`src/rtl/param_commit_ctrl.sv`:
```
// Commit controller: arbitrates two register-write requesters into shadow registers and
// applies them atomically on oscillator phase wrap or timeout. Optional macro: VOLUME_RAMP_EN.
module param_commit_ctrl #(
  parameter int              TO_W           = 16,
  parameter logic [TO_W-1:0] COMMIT_TIMEOUT = TO_W'(4096),
  parameter int              RAMP_DIV       = 256
) (
  input  logic        clk,
  input  logic        rst,
  input  logic        req0_valid,
  input  logic [7:0]  req0_addr,
  input  logic [7:0]  req0_data,
  output logic        req0_ready,
  input  logic        req1_valid,
  input  logic [7:0]  req1_addr,
  input  logic [7:0]  req1_data,
  output logic        req1_ready,
  input  logic        phase_wrap,
  output logic [7:0]  ctrl_out,
  output logic [23:0] freq_out,
  output logic [7:0]  duty_out,
  output logic [7:0]  volume_out,
  output logic        update_pending,
  output logic        apply_pulse
);

  localparam logic [7:0] ADDR_CTRL   = 8'h00;
  localparam logic [7:0] ADDR_FREQ0  = 8'h02;
  localparam logic [7:0] ADDR_FREQ1  = 8'h03;
  localparam logic [7:0] ADDR_FREQ2  = 8'h04;
  localparam logic [7:0] ADDR_DUTY   = 8'h05;
  localparam logic [7:0] ADDR_VOLUME = 8'h06;
  localparam logic [7:0] ADDR_COMMIT = 8'h07;

  typedef enum logic [1:0] {
    IDLE  = 2'd0,
    ARMED = 2'd1,
    APPLY = 2'd2
  } state_t;

  state_t          state, state_next;
  logic            rr_ptr;
  logic            sel1;
  logic            xfer;
  logic [7:0]      wr_addr;
  logic [7:0]      wr_data;
  logic            arm;
  logic [TO_W-1:0] to_cnt;
  logic [23:0]     freq_sh;
  logic [7:0]      duty_sh;
  logic [7:0]      vol_sh;

  // Round-robin grant; the whole write port is closed while live registers are being loaded
  always_comb begin
    sel1       = 1'b0;
    if (req1_valid && (!req0_valid || rr_ptr))
      sel1 = 1'b1;
    req0_ready = (state != APPLY) && req0_valid && !sel1;
    req1_ready = (state != APPLY) && req1_valid && sel1;
    xfer       = req0_ready || req1_ready;
    wr_addr    = sel1 ? req1_addr : req0_addr;
    wr_data    = sel1 ? req1_data : req0_data;
    arm        = xfer && ((wr_addr == ADDR_FREQ2) || (wr_addr == ADDR_COMMIT));
  end

  // Pointer moves to the side that was not just served
  always_ff @(posedge clk or posedge rst) begin
    if (rst)
      rr_ptr <= 1'b0;
    else if (xfer)
      rr_ptr <= ~sel1;
  end

  always_ff @(posedge clk or posedge rst) begin
    if (rst)
      state <= IDLE;
    else
      state <= state_next;
  end

  always_comb begin
    state_next = state;
    case (state)
      IDLE: begin
        if (arm)
          state_next = (COMMIT_TIMEOUT == '0) ? APPLY : ARMED;
      end
      ARMED: begin
        if (phase_wrap || (to_cnt == '0))
          state_next = APPLY;
      end
      APPLY:   state_next = IDLE;
      default: state_next = IDLE;
    endcase
  end

  always_comb begin
    update_pending = (state == ARMED) || (state == APPLY);
    apply_pulse    = (state == APPLY);
  end

  // Re-arming while already armed must not extend the deadline
  always_ff @(posedge clk or posedge rst) begin
    if (rst)
      to_cnt <= '0;
    else if ((state == IDLE) && arm)
      to_cnt <= COMMIT_TIMEOUT;
    else if ((state == ARMED) && (to_cnt != '0))
      to_cnt <= to_cnt - TO_W'(1);
  end

  always_ff @(posedge clk or posedge rst) begin
    if (rst) begin
      ctrl_out <= 8'h1C;
      freq_sh  <= 24'h000000;
      duty_sh  <= 8'h80;
      vol_sh   <= 8'hFF;
    end else if (xfer) begin
      case (wr_addr)
        ADDR_CTRL:   ctrl_out      <= wr_data;
        ADDR_FREQ0:  freq_sh[7:0]  <= wr_data;
        ADDR_FREQ1:  freq_sh[15:8] <= wr_data;
        ADDR_FREQ2:  freq_sh[23:16] <= wr_data;
        ADDR_DUTY:   duty_sh       <= wr_data;
        ADDR_VOLUME: vol_sh        <= wr_data;
        default:     ;
      endcase
    end
  end

  always_ff @(posedge clk or posedge rst) begin
    if (rst) begin
      freq_out <= 24'h000000;
      duty_out <= 8'h80;
    end else if (state == APPLY) begin
      freq_out <= freq_sh;
      duty_out <= duty_sh;
    end
  end

`ifdef VOLUME_RAMP_EN
  localparam int PW = (RAMP_DIV > 1) ? $clog2(RAMP_DIV) : 1;

  logic [PW-1:0] pre_cnt;
  logic          pre_wrap;
  logic [7:0]    vol_target;

  assign pre_wrap = (pre_cnt == PW'(RAMP_DIV - 1));

  always_ff @(posedge clk or posedge rst) begin
    if (rst)
      pre_cnt <= '0;
    else if (pre_wrap)
      pre_cnt <= '0;
    else
      pre_cnt <= pre_cnt + PW'(1);
  end

  // Volume walks one step per prescaler period so a commit never produces a zipper click
  always_ff @(posedge clk or posedge rst) begin
    if (rst) begin
      vol_target <= 8'hFF;
      volume_out <= 8'hFF;
    end else begin
      if (state == APPLY)
        vol_target <= vol_sh;
      if (pre_wrap) begin
        if (volume_out < vol_target)
          volume_out <= volume_out + 8'd1;
        else if (volume_out > vol_target)
          volume_out <= volume_out - 8'd1;
      end
    end
  end
`else
  always_ff @(posedge clk or posedge rst) begin
    if (rst)
      volume_out <= 8'hFF;
    else if (state == APPLY)
      volume_out <= vol_sh;
  end
`endif

endmodule

```
`config.mk`:
```
export PLATFORM = sky130hd
export DESIGN_NAME = param_commit_ctrl
export DESIGN_NICKNAME = d
export VERILOG_FILES = /design/src/rtl/param_commit_ctrl.sv
export SDC_FILE = /design/constraint.sdc
export NUM_CORES = 1
export LEC_CHECK = 0
export ABC_AREA = 0
export ABC_CLOCK_PERIOD_IN_PS = 3000
export CAP_MARGIN = 5
export CORE_ASPECT_RATIO = 1.5
export CORE_MARGIN = 2
export CORE_UTILIZATION = 57
export CTS_CLUSTER_SIZE = 40
export DETAILED_ROUTE_END_ITERATION = 16
export DONT_BUFFER_PORTS = 1
export PLACE_DENSITY_LB_ADDON = 0.3
export SYNTH_ARGS = -nofsm -noshare
export SYNTH_HDL_FRONTEND = slang
export SYNTH_SLANG_ARGS = --single-unit
```
`constraint.sdc`:
```
create_clock -name clk -period 3 [get_ports clk]
set_input_delay 0.15 -clock clk [delete_from_list [all_inputs] [get_ports clk]]
set_output_delay 0.15 -clock clk [all_outputs]
set_load 0.01 [all_outputs]
```
==> flow_summary.yaml <==
status:
  status: "completed"
floorplanning:
  core_area_mm2: 0.00836
  die_x_um: 79.5
  io-pin-count: 89
  num_rows: 41
  die_h_um: 117
  start_util_pct: 58.2
  die_area_mm2: 0.00931
finish:
  final_layout_size_suffix_gt1_share_pct: 43.9
  area_growth_pct: 8.51
  n_antenna_cell: 0
  stdcell_count: 451
  finalNetCount: 381
global_routing:
  grt_util_all_layers_pct: 21.0
  grt_pass1_wl_um: 14500
  gr-total-overflow: 0
  grt_max_degree: 66
  grt_pass1_vias: 2757
  grt_antenna_before_repair: 0
cts:
  cts_htree_levels: 3
  cts_resized: 0
  numCtsBuffers: 9
  cts_root_buf: "clkbuf_16"
  cts.reportedPaths.clkPinSlew_ns: 0.07
  cts_sinks: 107
  clk_latency_ns: 0.35
  clockBufferDepth: 2
  cts_tree: "yes"
sta:
  final.setup.tns_ns: 0
  worstMarginPinSlew_ns: 0.793
  layout_min_cycle_time_ns: 2.41
  drv_slew: 0
  fin_crit_sh_pct: 80.5
  fmax_mhz: 414
  fin_skew_ns: 0.00735
  setup_viol: 0
  holdWs_ns: 0.0556
  setup_ws_ns: 0.585
  hold_viol: 0
  relSlewSlack_pct: 47.2
  rsz0062_at_grt: "false"
power:
  power_mw: 4.26
  p_leak_nw: 2.36
  power.density_mw_per_mm2: 806
  irDropWorstVdd_v: 0.000474
place:
  routabilityCongestion: 0.815
  dp_slack_ns: 0.601
  port_buffers: 0
  dp_hpwl_um: 6320
  place_inst: 433
worst_setup_path:
  worst_ep_required_time_ns: 3.23
  end_kind: "flip-flop"
  cp.arrival_ns: 2.65
  worstSetupPathType: "reg2reg"
  start_kind: "flip-flop"
  worstPathMaxFanout: 8
min_path:
  hold_class: "in2reg"
synth:
  synthFlopType: "dfrtp_1"
  netlist_area_mm2: 0.00487
  synth.top_cell.area_share_pct: 44.2
  netlist_top_cells_area: "dfrtp_1 44%, mux2_2 13%, mux2_4 12%"
  synth_nets: 378
  synth_edf_count: 0
  async_flop_share_pct: 100
  yosys_warnings: 0
  synthCells: 336
  ys_seq_elements: 107
  ys_types: 45
  syn_area_per_cell_um2: 14.5
  yosysSeqAreaShare_pct: 55.5
  synth_top_area_cell: "dfrtp_1"
drt:
  num_vias: 2636
  viasPerCell: 5.84
  drt-initial-drc-count: 159
  ant_nets: 0
  wl_um: 9110
  wl_per_cell_um: 20.2
  first_pass_iters: 5
  drcViolationCount: 0
job:
  cap_violations: 0
==> synth_stat cells (all sizes together) (5+ instances only) <==
| master | instances |
|---|---|
| mux2 | 96 |
| dfrtp | 86 |
| nor2 | 25 |
| dfstp | 21 |
| xnor2 | 14 |
| nor4 | 10 |
| nand2 | 9 |
| nor3 | 9 |
| buf | 8 |
| inv | 8 |
| ha | 5 |
| or3 | 5 |
==> sequential cells by signal, summed over array words and instances (netlist names) <==
register,flops
to_cnt,16
freq_sh,24
freq_out,24
volume_out,8
state,2
ctrl_out,8
duty_sh,8
rr_ptr,1
vol_sh,8
duty_out,8
==> kinds of logic after synthesis <==
logic type / after synthesis / synth area share, %
muxes: 98 / 25.7
DFF: 107 / 55.5
buffers and inverters: 20 / 2.18
adders and majority gates: 5 / 1.29
and+or+nand+nor: 75 / 8.97
xor gates and xnor gates: 16 / 2.88
AOI/OAI and AO/OA: 15 / 3.44
==> stage by stage <==
step	utilization [%]	instance area, um2
2_1_floorplan	-	4870
3_3_place_gp	59.3	4960
3_5_place_dp	59.3	4960
4_1_cts	63.2	5280
5_1_grt	63.2	5280
6_report	63.2	5280
==> metal layers <==
| layer | share of wire [%] | routed length, um | GRT usage, % |
|---|---|---|---|
| met5 | 0 | 0 | 0 |
| met1 | 42 | 3840 | 26.4 |
| met2 | 50 | 4560 | 34.1 |
| met3 | 5.0 | 458 | 5.67 |
| met4 | 2.8 | 252 | 9.31 |
==> cell usage in the layout, fill, tap and decap left out, types with 4 or more instances in the layout <==
| cell | instances |
|---|---|
| dfrtp_1 | 86 |
| mux2_2 | 56 |
| mux2_4 | 40 |
| nor2_1 | 24 |
| dfstp_2 | 21 |
| xnor2_1 | 14 |
| nand2_1 | 9 |
| clkbuf_16 | 9 |
| nor3_1 | 8 |
| nor4_1 | 8 |
| inv_1 | 7 |
| or3_1 | 4 |
| ha_1 | 4 |
==> final cells by class <==
type	count	area, um2
Timing Repair Buffer	4	47.5
Fill cell	620	3080
Tap cell	107	134
Inverter	8	32.5
Multi-Input combinational cell	209	2060
Sequential cell	107	2700
Clock inverter	6	65.1
Clock buffer	10	239
==> where the power goes <==
group	internal [mW]	total, mW	switching, mW
logic	0.465	0.863	0.397
registers	1.84	2.21	0.369
clock network	0.669	1.18	0.515
==> worst max-delay path: stages (launching register included) <==
cell and delay (ns):
dfrtp_1 0.36, inv_1 0.08, ha_2 0.28, nor4_4 0.32, nand4_2 0.18, o32ai_2 0.24, a21bo_1 0.46, mux2_4 0.37
==> timing repair <==
action | 4_1_cts | 5_1_grt
setup buffers | 0 | 0
hold buffers | 2 | 0
endpoints found under the hold margin | 48 | 0
==> path summary, 6_finish.rpt <==
path	startpoint	to	slack [ns]	cells after the start
worst min-delay path	phase_wrap	state[1]	0.06	2
min in group asynchronous	rst	duty_out[3]	0.44	2
worst max-delay path	state[0]	freq_sh[1]	0.59	7
worst min register to register	freq_sh[8]	freq_out[8]	0.51	1
worst max register to register	state[0]	freq_sh[1]	0.59	7
max in group asynchronous	rst	vol_sh[7]	1.79	3
(Power assumes the default switching activity.)
